**config.mk**
```make
export PLATFORM = sky130hd
export DESIGN_NAME = apb_master_mc
export DESIGN_NICKNAME = d
export VERILOG_FILES = /design/src/rtl/apb_master_mc.sv
export SDC_FILE = /design/constraint.sdc
export NUM_CORES = 1
export LEC_CHECK = 0
export ABC_AREA = 0
export BUFFER_PORTS_ARGS = -buffer_cell sky130_fd_sc_hd__clkbuf_2
export CORE_MARGIN = 1.5
export CORE_UTILIZATION = 45
export CTS_BUF_LIST = sky130_fd_sc_hd__clkbuf_4 sky130_fd_sc_hd__clkbuf_8
export DETAILED_ROUTE_END_ITERATION = 12
export PLACE_DENSITY = 0.86
export SYNTH_ARGS = -nofsm -noshare
export SYNTH_HDL_FRONTEND = slang
export SYNTH_SLANG_ARGS = --single-unit
```
**constraint.sdc**
```tcl
create_clock -name PCLK -period 2.5 [get_ports PCLK]
set_input_delay 0.625 -clock PCLK [delete_from_list [all_inputs] [get_ports PCLK]]
set_output_delay 0.625 -clock PCLK [all_outputs]
set_load 0.02 [all_outputs]
```
**src/rtl/apb_master_mc.sv**
```systemverilog
// Multi-completer APB master: takes local transfer commands and drives them onto
// NUM_SLAVES APB completers, decoded by address region. Define APB_TIMEOUT_EN to enable the ACCESS-phase timeout.
module apb_master_mc #(
  parameter int ADDRESS    = 8,
  parameter int DATA       = 8,
  parameter int LOCATION   = 64,
  parameter int NUM_SLAVES = 4,
  parameter int TIMEOUT    = 16
) (
  input  logic                       PCLK,
  input  logic                       PRESET,
  input  logic                       transfer,
  input  logic                       READ_WRITE,
  input  logic [ADDRESS-1:0]         cmd_addr,
  input  logic [DATA-1:0]            cmd_wdata,
  output logic                       cmd_ready,
  output logic                       rsp_valid,
  output logic [DATA-1:0]            rsp_rdata,
  output logic                       rsp_err,
  output logic [ADDRESS-1:0]         PADDR,
  output logic [DATA-1:0]            PWDATA,
  output logic                       PWRITE,
  output logic [NUM_SLAVES-1:0]      PSEL,
  output logic                       PENABLE,
  input  logic [NUM_SLAVES*DATA-1:0] PRDATA,
  input  logic [NUM_SLAVES-1:0]      PREADY,
  input  logic [NUM_SLAVES-1:0]      PSLVERR
);
  localparam int IW = (NUM_SLAVES > 1) ? $clog2(NUM_SLAVES) : 1;

  typedef enum logic [1:0] {IDLE, SETUP, ACCESS} state_t;
  state_t state, state_nxt;

  logic [IW-1:0]   idx, cmd_idx;
  logic [31:0]     region;
  logic            decode_ok, accept, sel_ready, sel_err, abort;
  logic [DATA-1:0] sel_rdata;
  logic            dec_pend;

  assign region    = 32'(cmd_addr) / 32'(LOCATION);
  assign decode_ok = region < 32'(NUM_SLAVES);
  assign cmd_idx   = region[IW-1:0];
  assign sel_ready = PREADY[idx];
  assign sel_err   = PSLVERR[idx];
  assign sel_rdata = PRDATA[idx*DATA +: DATA];
  assign accept    = transfer && cmd_ready;

`ifdef APB_TIMEOUT_EN
  localparam int CW = $clog2(TIMEOUT + 1);
  logic [CW-1:0] wait_cnt;

  always_ff @(posedge PCLK or posedge PRESET) begin
    if (PRESET)                         wait_cnt <= '0;
    else if (state == SETUP)            wait_cnt <= '0;
    else if (state == ACCESS && !sel_ready) wait_cnt <= wait_cnt + CW'(1);
  end

  // Abort on the wait cycle whose increment would bring the count to TIMEOUT.
  assign abort = (state == ACCESS) && !sel_ready && (wait_cnt == CW'(TIMEOUT - 1));
`else
  assign abort = 1'b0;
`endif

  always_ff @(posedge PCLK or posedge PRESET) begin
    if (PRESET) state <= IDLE;
    else        state <= state_nxt;
  end

  always_comb begin
    state_nxt = state;
    cmd_ready = 1'b0;
    case (state)
      IDLE: begin
        // A decode error taken in the completion cycle still owes its response.
        cmd_ready = !dec_pend;
        if (transfer && !dec_pend && decode_ok) state_nxt = SETUP;
      end
      SETUP: state_nxt = ACCESS;
      ACCESS: begin
        if (abort) state_nxt = IDLE;
        else if (sel_ready) begin
          cmd_ready = 1'b1;
          state_nxt = (transfer && decode_ok) ? SETUP : IDLE;
        end
      end
      default: state_nxt = IDLE;
    endcase
  end

  always_comb begin
    PSEL = '0;
    if (state != IDLE) PSEL[idx] = 1'b1;
  end
  assign PENABLE = (state == ACCESS);

  always_ff @(posedge PCLK or posedge PRESET) begin
    if (PRESET) begin
      PADDR     <= '0;
      PWDATA    <= '0;
      PWRITE    <= 1'b0;
      idx       <= '0;
      rsp_valid <= 1'b0;
      rsp_rdata <= '0;
      rsp_err   <= 1'b0;
      dec_pend  <= 1'b0;
    end else begin
      rsp_valid <= 1'b0;
      rsp_rdata <= '0;
      rsp_err   <= 1'b0;
      dec_pend  <= 1'b0;
      if (accept) begin
        PADDR  <= cmd_addr;
        PWDATA <= cmd_wdata;
        PWRITE <= READ_WRITE;
        if (decode_ok) idx <= cmd_idx;
      end
      if (state == IDLE && (dec_pend || (accept && !decode_ok))) begin
        rsp_valid <= 1'b1;
        rsp_err   <= 1'b1;
      end
      if (state == ACCESS && sel_ready) begin
        rsp_valid <= 1'b1;
        rsp_err   <= sel_err;
        rsp_rdata <= (PWRITE || sel_err) ? '0 : sel_rdata;
        if (accept && !decode_ok) dec_pend <= 1'b1;
      end
      if (abort) begin
        rsp_valid <= 1'b1;
        rsp_err   <= 1'b1;
      end
    end
  end
endmodule

```
==> results.md, run 1 <==
- Summed over all cells, the static leakage comes to 1.09 nW.
- The global placer's final weighted congestion is 0.728.
- The core region area is 3050 µm².
- After synthesis, the netlist uses 22 different library cells.
- Of the total power, the share spent switching nets is 0.386.
- The maximum operating frequency is 0.446 GHz.
- The number of buffers added by the clock tree synthesis step is 5.
- The residual overflow from global routing is 0.
- Input and output buffers added on the ports amount to 92.
- The number of clock sinks seen by CTS is 29.
- After floorplanning, the core was divided into 20 placement rows.
- The data required time at the worst endpoint is 1.88 ns.
- In this run the power spent charging and discharging nets is 0.943 mW.
- At the worst endpoint, the arrival time is 1.62 ns.
- The number of antenna diodes is 0.
- The sum of negative setup slack is 0 ns.
- The biggest fanout along the worst timing path is 5.
- The post-route antenna net violation count is 0.
- The register-to-register path setup slack is 0.86 ns.
- The number of remaining DRC errors is 0.
- The gate family responsible for the most delay along the worst path is flip-flops.
- The number of slew-limit violations in the final report is 0.
- Sorting the synthesized cells by area gives the leading types as sky130_fd_sc_hd__dfrtp_1, sky130_fd_sc_hd__mux4_2, sky130_fd_sc_hd__mux2_4.
- Measured in cells, the most critical reg-to-reg path has a length of 3.
- The fraction of synthesized cell area taken by the top area cell type is 0.502.
- The power density over cell area is 1210 nW/µm².
- The type of destination of the critical path is an output pin.
- The die is 59.7 µm wide.
- The via count normalized by instance count is 4.81.
- The final-report hold violation count is 0.
- In the finished design, the share of the clock period the worst path needs comes to 0.898.
- After clock tree synthesis, the repair step resized 0 gates.
- On the critical path, the stage with the largest delay is an instance of sky130_fd_sc_hd__dfrtp_1.
- Across all hold checks on the routed design, the worst slack comes to 0.314 ns.
- The clock network power share is 0.168.
- The flow ran to the end, and the final reports show no timing, DRC or antenna violations.
- The reported max-cap violation count is 0.
- The pin count of the biggest net entering global routing is 30.
- The later pin in the worst-skew pair is clocked with a latency of 0.34 ns.
- In this run the worst hold path is classified as input pin to async pin.
- The largest area contributor in the synthesized netlist is sky130_fd_sc_hd__dfrtp_1.
- The worst clock skew is 0.00716 ns.
- Summing all placed instances gives a cell area of 1940 µm².
- The average cell area after synthesis is 15.9 µm².
- The via count of the first global-routing pass came to 1,161.
- For this run, the total global-route usage over all layers was measured as 0.208.
- Counting I/O delays and the setup requirement, the final critical path takes 2.24 ns.
- The critical path buffer and inverter count is 1.
- The worst path setup slack after routing is 0.256 ns.
- The total number of nets in the final design is 249.
- The y dimension of the die is 59.7 µm.
- Setup repair after global routing left no endpoint under its margin.
- After detailed routing, the average wire length per cell comes to 14.8 µm.
- The worst-case IR drop observed on VDD is 0.629 mV.
- The startpoint identified for the worst register-to-register timing path is PADDR[6].
- The share of total power dissipated in combinational logic is 0.514.
- The number of setup buffers added after CTS is 0.
- In the final layout, the share of cells above drive strength 1 is 0.684.
- The wire length reported by the detailed router is 3470 µm.
- The CTS tree is built.
- Timing analysis after detailed placement gives a worst setup slack of 0.433 ns.
- The internal portion of total power is 1.50 mW.
- The clock transition at the registers of the reported paths is 0.10 ns.
- The length of the first detailed-routing pass in iterations is 4.
- The clock tree root buffer cell is sky130_fd_sc_hd__clkbuf_4.
- The largest single stage delay on the critical path is 0.47 ns.
- Once layout is done, the placed cells without fillers occupy 2030 µm².
- The number of antenna violations at the first check in global routing was 0.
- For this design the top-level I/O count stands at 93.
- The die covers 3560 µm².
- The net count after synthesis is 151.
- Yosys printed 0 warnings.
- The worst setup path is launched from a register.
- The cell area that synthesis handed to floorplanning was 1450 µm².
- The post-synthesis instance total is 91.
- Of the total power, registers draw 0.318.
- Headroom to the max-slew limit came out at 0.748.
- For the pin with the worst max-slew slack, the measured transition is 0.378 ns.
- Counting flops and latches in the post-synthesis netlist gives 29.
- Summed over all nets, the half-perimeter wirelength after detailed placement is 2830 µm.
- The number of DRC violations after detailed-routing iteration 0 is 36.
- The critical path goes through mux2i_1, a221oi_1, clkbuf_2.
- The number of H-tree branching levels is 2.
- The detailed router placed 1,125 vias in this run.
- The destination of the worst register-to-register timing path is rsp_rdata[3].
- The effective utilization at floorplan is 0.474.
- The kind of critical path is register to output pin.
- The post-cts hold buffer count is 0.
- The number of failing setup endpoints in the final timing report is 0.
- The global-route wire length before repair is 5350 µm.
- Of the synthesized area, sequential elements account for 0.502.
- In this run the deepest clock path goes through 2 buffers.
- The post-synthesis to final-layout area growth is 40.1%.
final cells by class:
type | instances | area, µm²
timing repair buffer | 97 | 498
fill | 248 | 1030
tap | 44 | 55.1
inverter | 3 | 11.3
multi-input combinational | 53 | 647
clock inverter | 2 | 37.5
sequential | 29 | 726
clock buffer | 6 | 51.3
flip-flops by register name, summed over array words and instances (netlist names):
| register | flops |
|---|---|
| PWRITE | 1 |
| rsp_rdata | 8 |
| rsp_err | 1 |
| state | 2 |
| PWDATA | 8 |
| PADDR | 8 |
| rsp_valid | 1 |
worst max path at each step:
| stage | from | endpoint | slack (ns) | cells after the start |
|---|---|---|---|---|
| after floorplan | PADDR[6] | PSEL[1] | 0.45 | 4 |
| after global placement | PREADY[3] | cmd_ready | 0.43 | 4 |
| after detailed placement | PREADY[3] | cmd_ready | 0.43 | 4 |
| after CTS | PADDR[6] | cmd_ready | 0.24 | 3 |
| after global routing | PADDR[6] | cmd_ready | 0.11 | 3 |
| final | PADDR[6] | cmd_ready | 0.26 | 3 |
placed cells by master (no fill, tap or decap), types with 2 or more instances in the layout:
master                      n
sky130_fd_sc_hd__clkbuf_2  92
sky130_fd_sc_hd__dfrtp_1   29
sky130_fd_sc_hd__nor2b_1   10
sky130_fd_sc_hd__mux2_4     9
sky130_fd_sc_hd__mux2_2     8
sky130_fd_sc_hd__mux4_2     7
sky130_fd_sc_hd__clkbuf_4   5
sky130_fd_sc_hd__buf_4      5
sky130_fd_sc_hd__inv_1      3
sky130_fd_sc_hd__nor2_1     3
sky130_fd_sc_hd__mux4_1     3
sky130_fd_sc_hd__mux2i_1    2
sky130_fd_sc_hd__and2_1     2
sky130_fd_sc_hd__nor3_1     2
cells by family (layout without fill, tap and decap cells):
logic type,count (synthesis),after routing,synth area share
compound gates,4,4,0.0199
buf+inv,9,108,0.0510
flops,29,29,0.502
mux,29,29,0.333
simple gates,20,20,0.0943
synthesized netlist by cell type, drive strengths merged:
master	instances
clkbuf	1
inv	3
a21oi	1
a221oi	1
mux2	17
nand2b	1
mux4	10
and3	1
nand4bb	1
nor3	2
nor2	3
mux2i	2
a221o	1
buf	5
o21ai	1
dfrtp	29
nor2b	10
and2	2
worst reg2reg max path: stages (launching register included):
cell	delay (ns)
sky130_fd_sc_hd__dfrtp_1	0.49
sky130_fd_sc_hd__mux4_1	0.61
sky130_fd_sc_hd__nand4bb_4	0.31
sky130_fd_sc_hd__nor2b_1	0.16
power by group through the flow:
stage / sequential, mW / combinational [mW] / clock (mW)
2_1_floorplan: 0.956 / 0.764 / 0
3_3_place_gp: 0.765 / 1.24 / 0
3_5_place_dp: 0.787 / 1.27 / 0
4_1_cts: 0.777 / 1.27 / 0.412
5_1_grt: 0.798 / 1.36 / 0.433
6_report: 0.778 / 1.26 / 0.410
metal layers:
layer,vias to the layer above,wire length [µm],GRT usage
met4,0,87,0.0857
met5,-,0,0
li1,527,-,-
met1,549,1230,0.223
met3,9,189,0.0714
met2,40,1960,0.371
stage by stage:
stage / total power, mW / utilization / instances
after floorplan: 1.72 / - / 91
after global placement: 2.00 / 0.634 / 226
after detailed placement: 2.06 / 0.634 / 226
after CTS: 2.46 / 0.664 / 234
after global routing: 2.59 / 0.664 / 234
final: 2.45 / 0.664 / 234
(Power assumes the default switching activity.)
==> run 2, diff against run 1 <==
Settings changed: BUFFER_PORTS_ARGS -buffer_cell sky130_fd_sc_hd__clkbuf_2 to unset, CORE_MARGIN 1.5 to 3, DONT_BUFFER_PORTS set to 1, PLACE_DENSITY 0.86 to 0.64.
Clock period 2.5 ns to 1.9 ns, I/O delays scaled along.
==> results.md, run 2 (same netlist as run 1, synthesis figures left out) <==
- The flow ran to the end, and the final reports show no timing, DRC or antenna violations.
- The length of the first detailed-routing pass in iterations was 4 (unchanged).
- The y dimension of the die is 62.7 µm (+5.0%).
- The count of boundary I/O pins came to 93 (unchanged).
- The leakage component of the power is 0.751 nW (-31%).
- The maximum vdd drop is 0.863 mV (+37%).
- The power density over cell area is 1790 nW/µm² (+48%).
- The wire length reported by the detailed router is 3010 µm (-13%).
- The kind of critical path is register to output pin.
- The final design utilization is 0.565 (-0.0984).
- The detailed-route via count is 828 (-26%).
- The total half-perimeter wirelength after legalization and detailed placement is 2450 µm (-14%).
- The number of DRC violations after detailed-routing iteration 0 is 36 (unchanged).
- The cell count of the worst reg-to-reg path is 4 (+1).
- The number of slew-limit violations in the final report came to 0 (unchanged).
- The post-cts hold buffer count is 0 (unchanged).
- The worst-case headroom to the max-slew limit was 0.693 (-0.0550).
- The global placer's final weighted congestion is 0.717 (-1.5%).
- The effective utilization at floorplan is 0.499 (+0.0249).
- The via count normalized by instance count is 5.56 (+16%).
- The number of antenna violations at the first check in global routing is 0 (unchanged).
- The clock insertion delay at the later pin of the skew report was 0.31 ns (-0.03 ns).
- Leaving out fill and tap cells, the most frequent cell in the layout is sky130_fd_sc_hd__dfrtp_1.
- The global-route usage over all layers came to 0.166 (-0.0427).
- The cell type of the slowest stage on the worst timing path is sky130_fd_sc_hd__dfrtp_2.
- The worst clock skew is 0.00877 ns (+0.00161 ns).
- The worst setup path is launched from a register.
- The area of the die is 3930 µm² (+10%).
- The count of input and output buffers came to 0 (-100%).
- The total number of nets in the final design is 167 (-33%).
- The filler cell count was 250 (+0.81%).
- The CTS tree is built.
- The final-report hold violation count was 0 (unchanged).
- The longest individual stage delay on the worst path came to 0.46 ns (about the same).
- The number of cells on the critical path is 3 (unchanged).
- The site row count is 19 (-5.0%).
- The slew at the pin closest to its max-slew limit is 0.460 ns (+0.0820 ns).
- The number of buffers added by the clock tree synthesis step is 5 (unchanged).
- The residual overflow from global routing is 0 (unchanged).
- The number of non-filler instances in the completed layout was 149 (-36%).
- The post-synthesis to final-layout area growth is 13.3%.
- The maximum buffer depth of the clock tree came to 2 (unchanged).
- The biggest fanout along the worst timing path is 6 (+1).
- The global-route wire length before repair is 4860 µm (-9.0%).
- The maximum operating frequency is 0.544 GHz.
- The worst min-delay path category is input pin to async pin.
- The data required time at the worst endpoint is 1.42 ns (-0.46 ns).
- The smallest clock period supported by the final layout is computed as 1.84 ns.
- Setup repair after global routing could not meet its margin everywhere.
- The proportion of layout cells with a drive suffix above 1 is 0.477 (-0.208).
- The pin count of the biggest net entering global routing came to 17 (-43%).
- The critical path buffer and inverter count is 1 (unchanged).
- The worst path arrival time is 1.36 ns (-0.26 ns).
- The reported max-cap violation count is 0 (unchanged).
- The post-route antenna net violation count was 0 (unchanged).
- The number of H-tree branching levels is 2 (unchanged).
- The gate family responsible for the most delay along the worst path is flip-flops.
- The clock transition at the registers of the reported paths is 0.08 ns (-0.02 ns).
- In the final layout, the registers with the most flip-flops are PADDR: 8 flops, PWDATA: 8 flops, rsp_rdata: 8 flops.
- The cell count after placement is 138 (-39%).
- The via count of the first global-routing pass is 910 (-22%).
- The wire length per cell after detailed routing is 20.2 µm (+36%).
- Traced cell by cell, the critical path runs through mux2i_1, a221oi_2, buf_4.
- The number of failing setup endpoints in the final timing report is 0 (unchanged).
- The number of remaining DRC errors is 0 (unchanged).
- The top cell types in the final layout, fill and taps aside, are sky130_fd_sc_hd__dfrtp_1, sky130_fd_sc_hd__buf_4, sky130_fd_sc_hd__nor2b_1, sky130_fd_sc_hd__mux2_4, sky130_fd_sc_hd__mux2_2.
- The worst setup path is captured at an output pin.
- The die span in x came to 62.7 µm (+5.0%).
- The number of clock sinks seen by CTS is 29 (unchanged).
- The fraction of the cycle the final worst path needs is 0.968.
- The core region area is 2900 µm² (-5.0%).
- In this run the clock root is driven by a sky130_fd_sc_hd__clkbuf_4.
- The number of antenna diodes is 0 (unchanged).
-- run 2: metrics by stage --
stage | total power, mW | TNS, ns | hold slack (ns) | setup slack, ns | area [µm²]
floorplan | 2.27 | 0 | 0.483 | 0.00000600 | 1450
global placement | 2.43 | 0 | 0.397 | 0.277 | 1520
detailed placement | 2.46 | 0 | 0.395 | 0.215 | 1520
CTS | 2.91 | 0 | 0.0418 | 0.0119 | 1620
global route | 3.15 | -0.0817 | 0.0547 | -0.0440 | 1640
finish | 2.94 | 0 | 0.0566 | 0.0601 | 1640
-- run 2: cell type report --
class	count	area (µm²)	area share
clock buffers	7	58.8	0.0359
multi-input cells	53	661	0.403
inverters	3	11.3	0.00687
repair buffers	15	129	0.0786
flip-flops and latches	29	727	0.444
well taps	42	52.6	0.0321
-- run 2: worst register-to-register path, stage by stage, from the launching register on --
cell and delay (ns):
sky130_fd_sc_hd__dfrtp_2 0.43, sky130_fd_sc_hd__buf_4 0.13, sky130_fd_sc_hd__mux4_1 0.56, sky130_fd_sc_hd__nand4bb_4 0.30, sky130_fd_sc_hd__nor2b_1 0.14
-- run 2: per-layer routing --
metal	track usage	wire length [µm]
met3	0.117	388
met4	0.0496	21
met2	0.264	1560
met5	0	0
met1	0.175	1040
-- run 2: worst paths after layout --
path | start | end | slack [ns]
max in group asynchronous | PRESET | PADDR[6] | 1.25
setup reg to reg | PADDR[6] | rsp_rdata[6] | 0.27
setup / recovery | PADDR[6] | cmd_ready | 0.06
min in group PCLK | cmd_wdata[2] | PWDATA[2] | 0.31
hold reg to reg | state[0] | state[1] | 0.58
hold / removal | PRESET | rsp_rdata[1] | 0.06
-- run 2: what timing repair did --
item	in CTS	in global routing
resized for setup	3	5
endpoints found under the setup margin	3	5
setup buffers	3	1
endpoints found under the hold margin	0	0
-- run 2: power by group --
part	internal (mW)	switching, mW
clock network	0.189	0.180
logic	0.764	0.520
registers	0.853	0.431
==> run 3, diff against run 2 <==
Settings changed: CORE_MARGIN 3 to unset.
==> results.md, run 3 (same netlist as run 1, synthesis figures left out) <==
- The residual overflow from global routing came to 0 (unchanged).
- The worst path arrival time is 1.38 ns (+0.02 ns).
- The critical path buffer and inverter count is 1 (unchanged).
- The wire length per cell after detailed routing came to 18.5 µm (-8.6%).
- The count of input and output buffers is 0 (unchanged).
- The filler cell count is 285 (+14%).
- The power after layout is 2.89 mW (-1.7%).
- The power density over cell area is 1770 nW/µm² (-1.3%).
- The global placer's final weighted congestion is 0.772 (+7.7%).
- The post-synthesis to final-layout area growth is 12.9%.
- The area of the die is 3450 µm² (-12%).
- The cell count of the worst reg-to-reg path is 4 (unchanged).
- The number of clock sinks seen by CTS was 29 (unchanged).
- The die span in x came to 58.7 µm (-6.4%).
- The via count of the first global-routing pass is 871 (-4.3%).
- The maximum vdd drop is 0.743 mV (-14%).
- The leakage component of the power is 0.743 nW (-1.2%).
- The wire length reported by the detailed router is 2790 µm (-7.3%).
- The number of H-tree branching levels is 2 (unchanged).
- The final-layout worst hold slack is 0.0575 ns (+0.000919 ns).
- STA classifies the critical path endpoint as an output pin.
- The site row count was 20 (+1).
- In this run the critical register-to-register path is captured at rsp_rdata[0].
- The fraction of the cycle the final worst path needs came to 0.978 (+0.00949).
- The proportion of layout cells with a drive suffix above 1 is 0.486 (+0.00935).
- TritonCTS built the clock tree.
- The number of failing setup endpoints in the final timing report was 0 (unchanged).
- The worst-case headroom to the max-slew limit is 0.666 (-0.0276).
- The y dimension of the die was 58.7 µm (-6.4%).
- The kind of launch point of the worst setup path is a register.
- The total number of nets in the final design came to 166 (-0.60%).
- The number of slew-limit violations in the final report is 0 (unchanged).
- The clock insertion delay at the later pin of the skew report is 0.32 ns (about the same).
- The gate family responsible for the most delay along the worst path is flip-flops.
- The number of buffers added by the clock tree synthesis step is 5 (unchanged).
- The global-route wire length before repair is 4060 µm (-17%).
- The register-to-register path setup slack is 0.21 ns (-0.06 ns).
- The maximum buffer depth of the clock tree came to 2 (unchanged).
- The biggest fanout along the worst timing path is 4 (-2).
- The post-placement worst setup slack is 0.229 ns (+0.0137 ns).
- The worst path setup slack after routing came to 0.0420 ns (-0.0180 ns).
- The detailed-route via count was 837 (+1.1%).
- The final-report hold violation count came to 0 (unchanged).
- The via count normalized by instance count is 5.54 (-0.25%).
- In this run the worst hold path is classified as input pin to async pin.
- The number of DRC violations after detailed-routing iteration 0 came to 24 (-33%).
- The slew at the pin closest to its max-slew limit is 0.501 ns (+0.0414 ns).
- The core region area came to 3050 µm² (+5.3%).
- The number of antenna diodes is 0 (unchanged).
- The number of remaining DRC errors came to 0 (unchanged).
- Walking the worst path, the cells encountered are mux2i_2, a221oi_2, buf_4.
- The commonest non-fill, non-tap cell in the layout is sky130_fd_sc_hd__dfrtp_1.
- The post-route antenna net violation count is 0 (unchanged).
- The launching point of the worst reg2reg path is PADDR[6].
- The maximum operating frequency is 0.538 GHz (-0.97%).
- The global-route usage over all layers was 0.168 (+0.00222).
- The effective utilization at floorplan is 0.474 (-0.0249).
- Setup repair after global routing could not meet its margin everywhere.
- The data required time at the worst endpoint is 1.42 ns (about the same).
- In the final layout, the registers with the most flip-flops are PADDR: 8 flops, PWDATA: 8 flops, rsp_rdata: 8 flops.
- The flow ran to the end, and the final reports show no timing, DRC or antenna violations.
- The number of antenna violations at the first check in global routing is 0 (unchanged).
- The pin count of the biggest net entering global routing came to 18 (+1).
- The final critical-path required period is 1.86 ns (+0.0180 ns).
- The count of boundary I/O pins is 93 (unchanged).
- The tree is rooted in a sky130_fd_sc_hd__clkbuf_4.
- The most critical setup path has its startpoint at PADDR[6].
- The longest individual stage delay on the worst path was 0.46 ns (about the same).
- The kind of critical path is register to output pin.
- The largest individual stage delay along the critical path comes from the cell sky130_fd_sc_hd__dfrtp_2.
- The worst clock skew was 0.00793 ns (-0.000841 ns).
- The clock transition at the registers of the reported paths was 0.09 ns (about the same).
- The total half-perimeter wirelength after legalization and detailed placement came to 2130 µm (-13%).
- The length of the first detailed-routing pass in iterations is 3 (-1).
- In the layout the commonest cells are sky130_fd_sc_hd__dfrtp_1, sky130_fd_sc_hd__buf_4, sky130_fd_sc_hd__nor2b_1, sky130_fd_sc_hd__mux2_4, sky130_fd_sc_hd__mux2_2.
- The reported max-cap violation count is 0 (unchanged).
==> run 3: report_power, final <==
part / internal (mW) / leakage (nW) / switching (mW)
combinational: 0.726 / 0.348 / 0.528
sequential: 0.855 / 0.360 / 0.421
clock: 0.155 / 0.0354 / 0.203
total: 1.74 / 0.743 / 1.15
==> run 3: worst max-delay path by stage <==
stage,to,cells after the start
6_report,cmd_ready,3
3_3_place_gp,PSEL[1],4
3_5_place_dp,PADDR[5],4
2_1_floorplan,cmd_ready,3
5_1_grt,cmd_ready,3
4_1_cts,cmd_ready,3
==> run 3: final cells by class <==
cell class                 count  area (µm²)  share of cell area
clock buffer                   6        45.0              0.0276
sequential                    29         728               0.446
timing repair buffer          14         121              0.0743
inverter                       3        11.3             0.00690
clock inverter                 2        10.0             0.00613
multi-input combinational     53         662               0.405
tap                           44        55.1              0.0337
==> run 3: timing repair <==
item / 4_1_cts / 5_1_grt
hold buffers: 0 / 0
resized for setup: 5 / 0
setup buffers: 3 / 0
endpoints found under the setup margin: 5 / 2
==> run 3: per-layer routing <==
layer | up-vias | wire [µm] | GRT usage
li1 | 361 | - | -
met1 | 413 | 1100 | 0.187
met2 | 56 | 1300 | 0.258
met3 | 7 | 332 | 0.0791
met4 | 0 | 57 | 0.109
met5 | - | 0 | 0
==> run 3: per-stage QoR <==
step           TNS (ns)  area (µm²)   util  cells
4_1_cts               0        1630  0.535    151
3_3_place_gp          0        1540  0.504    140
6_report              0        1630  0.535    151
2_1_floorplan         0        1450      -     91
5_1_grt         -0.0245        1630  0.535    151
3_5_place_dp          0        1540  0.504    140
